$ cat src/rtl/mips_pkg.sv
// Shared definitions for the MIPS ID-stage hazard logic: opcode constants,
// the hazard FSM state type, the decoded-field bundle and a register-match helper.
package mips_pkg;

    // Opcodes the hazard logic needs to recognise
    localparam logic [5:0] OP_RTYPE = 6'h00;
    localparam logic [5:0] OP_LW    = 6'h23;
    localparam logic [5:0] OP_SW    = 6'h2B;
    localparam logic [5:0] OP_BEQ   = 6'h04;
    localparam logic [5:0] OP_BNE   = 6'h05;
    localparam logic [5:0] OP_J     = 6'h02;

    // RUN: normal hazard evaluation; STALL2: second cycle of a lw -> branch stall
    typedef enum logic {
        RUN    = 1'b0,
        STALL2 = 1'b1
    } hazard_state_t;

    // Fields and register usage extracted from one pipeline register's instruction
    typedef struct packed {
        logic [5:0] opcode;
        logic [4:0] rs;
        logic [4:0] rt;
        logic [4:0] rd;
        logic [4:0] dest;
        logic       reads_rs;
        logic       reads_rt;
        logic       is_branch;
        logic       is_jump;
    } decode_t;

    // $0 is hard-wired to zero, so it can never carry a dependency
    function automatic logic reg_match(input logic [4:0] a, input logic [4:0] b);
        return (a != 5'd0) && (a == b);
    endfunction

endpackage

$ cat src/rtl/hazard_decode.sv
// Purely combinational field decoder for one pipeline register's instruction.
// Produces the register fields, the destination register, which sources the
// instruction actually reads, and branch/jump classification.
module hazard_decode
    import mips_pkg::*;
(
    input  logic [31:0] instru,
    output decode_t     fields
);

    logic instru_unused;

    // The shamt/funct bits never influence hazard detection
    assign instru_unused = ^instru[10:0];

    // Split the instruction into fields and classify its register usage
    always_comb begin
        fields           = '0;
        fields.opcode    = instru[31:26];
        fields.rs        = instru[25:21];
        fields.rt        = instru[20:16];
        fields.rd        = instru[15:11];
        fields.dest      = (instru[31:26] == OP_RTYPE) ? instru[15:11] : instru[20:16];
        fields.reads_rs  = (instru[31:26] != OP_J);
        fields.reads_rt  = (instru[31:26] == OP_RTYPE) || (instru[31:26] == OP_SW) ||
                           (instru[31:26] == OP_BEQ)   || (instru[31:26] == OP_BNE);
        fields.is_branch = (instru[31:26] == OP_BEQ) || (instru[31:26] == OP_BNE);
        fields.is_jump   = (instru[31:26] == OP_J);
    end

endmodule

$ cat src/rtl/hazard_ctrl.sv
// ID-stage pipeline hazard controller for the 5-stage MIPS core.
// Detects load-use and branch-operand hazards against ID/EX and EX/MEM,
// stalls PC and IF/ID, bubbles ID/EX, and flushes IF/ID on taken branches
// and jumps. A lw feeding a beq/bne is sequenced by a RUN/STALL2 FSM.
// Optional feature macro: HAZARD_PERF_EN adds stall_cnt/flush_cnt counters.
module hazard_ctrl
    import mips_pkg::*;
#(
    parameter int PERF_W = 32
) (
    input  logic              clk,
    input  logic              rst_n,
    input  logic [31:0]       id_instru,
    input  logic [31:0]       ex_instru,
    input  logic [31:0]       ex_mem_instru,
    input  logic              c_id_ex_MemRead,
    input  logic              c_id_ex_RegWrite,
    input  logic              c_ex_mem_MemRead,
    input  logic              c_branch_taken,
    output logic              c_pc_write,
    output logic              c_if_id_write,
    output logic              c_id_ex_bubble,
    output logic              c_if_id_flush
`ifdef HAZARD_PERF_EN
    ,
    output logic [PERF_W-1:0] stall_cnt,
    output logic [PERF_W-1:0] flush_cnt
`endif
);

    decode_t       id_f;
    decode_t       ex_f;
    decode_t       ex_mem_f;
    hazard_state_t state;
    hazard_state_t state_next;

    logic lu;
    logic br_alu;
    logic br_ld1;
    logic br_ld2;
    logic stall;
    logic flush;
    logic decode_unused;

    hazard_decode u_dec_id (
        .instru (id_instru),
        .fields (id_f)
    );

    hazard_decode u_dec_ex (
        .instru (ex_instru),
        .fields (ex_f)
    );

    hazard_decode u_dec_ex_mem (
        .instru (ex_mem_instru),
        .fields (ex_mem_f)
    );

    // Not every decoded field is consumed from every pipeline register
    assign decode_unused = ^{id_f, ex_f, ex_mem_f};

    // Combinational hazard terms from the three pipeline registers
    always_comb begin
        lu     = 1'b0;
        br_alu = 1'b0;
        br_ld1 = 1'b0;
        br_ld2 = 1'b0;

        lu = c_id_ex_MemRead &&
             ((id_f.reads_rs && reg_match(ex_f.rt, id_f.rs)) ||
              (id_f.reads_rt && reg_match(ex_f.rt, id_f.rt)));

        br_alu = id_f.is_branch && c_id_ex_RegWrite && !c_id_ex_MemRead &&
                 (reg_match(ex_f.dest, id_f.rs) || reg_match(ex_f.dest, id_f.rt));

        br_ld1 = id_f.is_branch && lu;

        br_ld2 = id_f.is_branch && c_ex_mem_MemRead &&
                 (reg_match(ex_mem_f.rt, id_f.rs) || reg_match(ex_mem_f.rt, id_f.rt));
    end

    // Stall and flush decisions; an unresolved branch must never flush
    always_comb begin
        stall = 1'b0;
        flush = 1'b0;

        stall = lu || br_alu || br_ld2 || (state == STALL2);
        flush = !stall && ((id_f.is_branch && c_branch_taken) || id_f.is_jump);
    end

    // Hazard FSM state register, synchronously returned to RUN by reset
    always_ff @(posedge clk) begin
        if (!rst_n) begin
            state <= RUN;
        end else begin
            state <= state_next;
        end
    end

    // Next state: a lw feeding a branch needs a second guaranteed stall cycle
    always_comb begin
        state_next = state;
        case (state)
            RUN:     state_next = br_ld1 ? STALL2 : RUN;
            STALL2:  state_next = RUN;
            default: state_next = RUN;
        endcase
    end

    // Pipeline control outputs, forced to a safe hold/flush pattern in reset
    always_comb begin
        c_pc_write     = 1'b1;
        c_if_id_write  = 1'b1;
        c_id_ex_bubble = 1'b0;
        c_if_id_flush  = 1'b0;

        if (!rst_n) begin
            c_pc_write     = 1'b0;
            c_if_id_write  = 1'b0;
            c_id_ex_bubble = 1'b1;
            c_if_id_flush  = 1'b1;
        end else begin
            c_pc_write     = !stall;
            c_if_id_write  = !stall;
            c_id_ex_bubble = stall;
            c_if_id_flush  = flush;
        end
    end

`ifdef HAZARD_PERF_EN
    // Performance counters: stall cycles and flush cycles, wrapping naturally
    always_ff @(posedge clk) begin
        if (!rst_n) begin
            stall_cnt <= '0;
            flush_cnt <= '0;
        end else begin
            if (stall) begin
                stall_cnt <= stall_cnt + PERF_W'(1);
            end
            if (flush) begin
                flush_cnt <= flush_cnt + PERF_W'(1);
            end
        end
    end
`else
    // Counters are not built in this configuration
`endif

endmodule

$ cat config.mk
export PLATFORM = sky130hd
export DESIGN_NAME = hazard_ctrl
export DESIGN_NICKNAME = d
export VERILOG_FILES = /design/src/rtl/mips_pkg.sv /design/src/rtl/hazard_decode.sv /design/src/rtl/hazard_ctrl.sv
export SDC_FILE = /design/constraint.sdc
export NUM_CORES = 1
export LEC_CHECK = 0
export ABC_AREA = 1
export BUFFER_PORTS_ARGS = -buffer_cell sky130_fd_sc_hd__buf_2
export CAP_MARGIN = 20
export CELL_PAD_IN_SITES_DETAIL_PLACEMENT = 1
export CELL_PAD_IN_SITES_GLOBAL_PLACEMENT = 2
export CORE_MARGIN = 3
export CORE_UTILIZATION = 17
export DETAILED_ROUTE_END_ITERATION = 10
export PLACE_DENSITY = 0.85
export SLEW_MARGIN = 20
export SYNTH_ARGS = -nofsm -noshare
export SYNTH_HDL_FRONTEND = slang
export SYNTH_HIERARCHICAL = 1
export SYNTH_SLANG_ARGS = --single-unit
$ cat constraint.sdc
create_clock -name clk -period 1.5 [get_ports clk]
set_input_delay 0.15 -clock clk [delete_from_list [all_inputs] [get_ports clk]]
set_output_delay 0.15 -clock clk [all_outputs]
set_load 0.02 [all_outputs]
======== Word-level counts from Yosys, hierarchy flattened ========
Index checks and enable logic that the tools add are counted.
operators by class
  equal/unequal tests ..................... 11
  multiplexer cells ....................... 6
  bitwise gates (word level) .............. 1
  reductions and logical operators ........ 35
operator list
  operator              count
  $eq A5 B5 Y1          6
  $logic_and A1 B1 Y1   17
  $reduce_bool A5 Y1    3
  $eq A6 B3 Y1 const B  2
  $logic_not A6 Y1      2
  $logic_or A1 B1 Y1    11
  $eq A6 B2 Y1 const B  1
  $eq A6 B6 Y1 const B  1
  $ne A6 B2 Y1 const B  1
  $mux W5               1
  $mux W1               4
  $logic_not A1 Y1      2
  $pmux W1 S2           1
  $not A1 Y1            1
word-level totals
  bits in registers ....................... 1
  input bits .............................. 102
  output and inout bits ................... 4
  logic and storage cells ................. 54

======== Logic depth before layout (Yosys ltp) ========
  word-level depth ........................ 13
  gate-level depth with buffers ........... 16
  depth with buffers taken out ............ 15

======== Modules after synthesis ========
The synthesis kept the hierarchy.
by module, submodules not included
  module         times used  cells an instance  area each (um2)  seq. area each (um2)
  hazard_decode  3           55                 326.6            0.0
  hazard_ctrl    1           157                689.4            20.0

======== Least setup slack after synthesis ========
Ideal clock, no wire load.
  path type ............................... input -> output
  start ................................... input port ex_instru[27]
  end ..................................... output port c_pc_write
  data arrival time ....................... 1606 ps
  data required time ...................... 1350 ps
  slack ................................... -256 ps
  stages on the path ...................... 14
  path buffers ............................ 1
  cells stage by stage .................... nor2_2 nand3_2 nand2_1 nand2_1 nor3_1 nand3_1 nand3_1 inv_1 nand2_1 nand2_2 inv_2 nand3_2 inv_2 buf_4
RTL lines
  element          line               text
  start, declared  hazard_ctrl.sv:14  input logic [31:0] ex_instru,
  end, declared    hazard_ctrl.sv:20  output logic c_pc_write,

==> run summary <==
The run finished, with violations left. The checks that failed: negative setup slack. The largest registers in the layout are state x1.

For the residual antenna-violating net count after detailed routing, the log shows 0. Setup repair after global routing could not meet its margin everywhere. In this run the cell area of the synthesized design comes to 1050 um^2. In this run the worst hold path is classified as in -> reg. The critical path contains buffers and inverters numbering 4 combined.

The logs give 785 for the total of fill cells in the finished design and 0.797 for the routability-driven placement congestion ratio. Counting stages on the worst path, the most repeated cell is nand2_2. The worst slack at placement was -325 ps; the placed wire-length estimate was 3060 um.

Measured against its own limit, the worst slew margin works out to 87.4%. The run gives 0 as the initial antenna violation count. Of the total power, combinational logic draws 92.5%.

Once the floorplan was initialized, standard cells occupied 18.2% of the core. The worst register-to-register path has a setup slack of 930 ps. The logs give 171 uW for the internal power summed over all cells and 4 for the total iterations of the first detailed-routing run.

The switching power as a share of total power is 52.8%. The number of flip-flops in the largest register is 1. The core region is 5740 um^2.

The proportion of layout cells with a drive suffix above 1 is 39.3%. For the boundary pin count, the log shows 106. The final wirelength came out at 3440 um.

The floorplan step set the die width to 84.5 um. The worst hold slack after final layout is 446 ps. In this run the static leakage power is 0.847 nW.

Traced cell by cell, the critical path runs through buf_6 -> nor2_4 -> nand3_4 -> nand2_2 -> nand2_4 -> buf_4 -> xnor2_1 -> nand3_1 -> nand2_1 -> nand2_1 -> nand2_2 -> inv_2 -> nand3_2 -> nand2_2 -> buf_6. For the part of the total power dissipated in sequential elements, the log shows 7.5%. Global routing used 9.23% of the available tracks. Counting I/O delays and the setup requirement, the final critical path takes 1730 ps. For hold timing, the worst endpoint is state.

Dividing the detail-routed wire length by the instance count gives 10.8 um. VDD sags by at most 0.152 mV. The run gives 215 as the instance count of the mapped netlist. The total congestion overflow after global routing is 0. For the via count of the first global-routing pass, the log shows 1290.

The run gives 192 uW as the switching power. In the finished design, the share of the clock period the worst path needs comes to 115%. Relative to the synthesized area, the layout overhead comes to 34.1%.

Entering global routing, the biggest net connects 7 pins. Between clock sinks in the finished design, the worst skew comes to 0 ps. The kind of cell with the highest combined delay along the critical path is simple AND/OR/NAND/NOR gates. In the layout the commonest cells are nand2_1, buf_2, inv_1. Max-cap violations in this run came to 0. The share of total power dissipated in the clock network is 0%. In this run, the number of DRC markers left after iteration 0 of detailed routing was 26.

The count of endpoints failing hold in the final timing report came out at 0. The register with the most flip-flops was state. At the later pin of the worst-skew pair, clock insertion delay measures 0 ps.

The worst reg2reg path depth was 1. The wire length of the first global-routing pass was 5720 um; the count of hold-fix buffers inserted at cts was 0. The number of input and output port buffers inserted is 46.

In this run the worst path has a maximum fanout of 6. The hold path startpoint is rst_n. The detailed-route vias per instance came out at 4.01. The tools report the number of core rows as 27.

The average instance in the mapped netlist occupies 4.87 um^2. Most common cell after layout, fill and taps aside: nand2_1. On the critical path, the stage with the largest delay is an instance of nor2_4. The maximum operating frequency is 578 MHz. For the pin with the worst max-slew slack, the measured transition is 189 ps. In this run the critical register-to-register path is launched from state.

The critical path is of the in -> out type. The delay of the slowest cell on the worst path is 180 ps. The post-placement cell count is 316. The clock transition time at the flip-flop clock pins of the worst setup and hold paths is 0 ps, and the detailed-route via count is 1278.

Data on the critical path arrives at its endpoint at 1580 ps. The floorplan step defined a die boundary enclosing 7140 um^2. Endpoint of the worst-slack reg-to-reg timing path: state. The finished layout holds 319 standard cells, fillers aside. Synthesis produced a netlist with a net count of 317. The run gives 0 as the number of remaining DRC errors. The floorplan die height is 84.5 um, and the cell count of the worst hold path is 3. In the final design database the tool counted 351 nets.

The logs give 0 for the max-slew violation total from the final report and -229 ps for the setup slack after layout. For this design the ratio of total power to cell area is 259 nW/um^2. The count of warnings emitted by yosys came out at 6. The number of setup violations in the final report was 4.

0 antenna diodes ended up in the layout. STA classifies the critical path startpoint as an input pin. Data on the critical path is required at its endpoint by 1350 ps. Endpoint class of the critical path: a primary output.
[routing by layer]
metal	share of wire (%)	global-route usage [%]	wire (um)	vias up
met5	0	0	0	-
met4	0	0	0	0
met3	4.6	0.393	158	0
met2	45	15.6	1560	36
met1	50	13.7	1730	553
li1	-	-	-	689
[layout make-up]
cell class	instances	area (um^2)	area share, %
Sequential cell	1	20.0	1.43
Multi-Input combinational cell	157	821	58.5
Tap cell	72	90.1	6.42
Inverter	36	138	9.80
Timing Repair Buffer	53	335	23.9
[stage by stage]
stage / power (mW) / utilization (%) / cell area [um^2] / setup TNS (ps)
CTS: 0.347 / 23.3 / 1340 / -918
global route: 0.408 / 24.4 / 1400 / -1490
global placement: 0.318 / 22.0 / 1260 / -1080
finish: 0.363 / 24.4 / 1400 / -896
floorplan: 0.243 / - / 1070 / -80.6
detailed placement: 0.323 / 22.0 / 1260 / -1240
[power groups by stage]
stage          clock (mW)  combinational (mW)  sequential, mW
4_1_cts                 0               0.320          0.0272
3_5_place_dp            0               0.296          0.0272
3_3_place_gp            0               0.291          0.0272
6_report                0               0.336          0.0272
2_1_floorplan           0               0.216          0.0272
5_1_grt                 0               0.381          0.0272
[what timing repair did]
action	CTS	global route
setup endpoints to repair	4	4
pin swaps	22	20
gates resized for setup	18	18
buffers inserted	1	2
[how the worst max path moves through the flow]
stage / slack, ps / start / cells past startpoint / end
6_report: -230 / ex_instru[27] / 15 / c_if_id_flush
5_1_grt: -380 / ex_instru[27] / 16 / c_if_id_flush
4_1_cts: -230 / ex_instru[31] / 15 / c_pc_write
3_5_place_dp: -330 / ex_instru[27] / 15 / c_pc_write
3_3_place_gp: -280 / ex_instru[29] / 15 / c_pc_write
2_1_floorplan: -80 / ex_instru[29] / 14 / c_pc_write
Note: power is estimated with default switching activity, not from simulation.
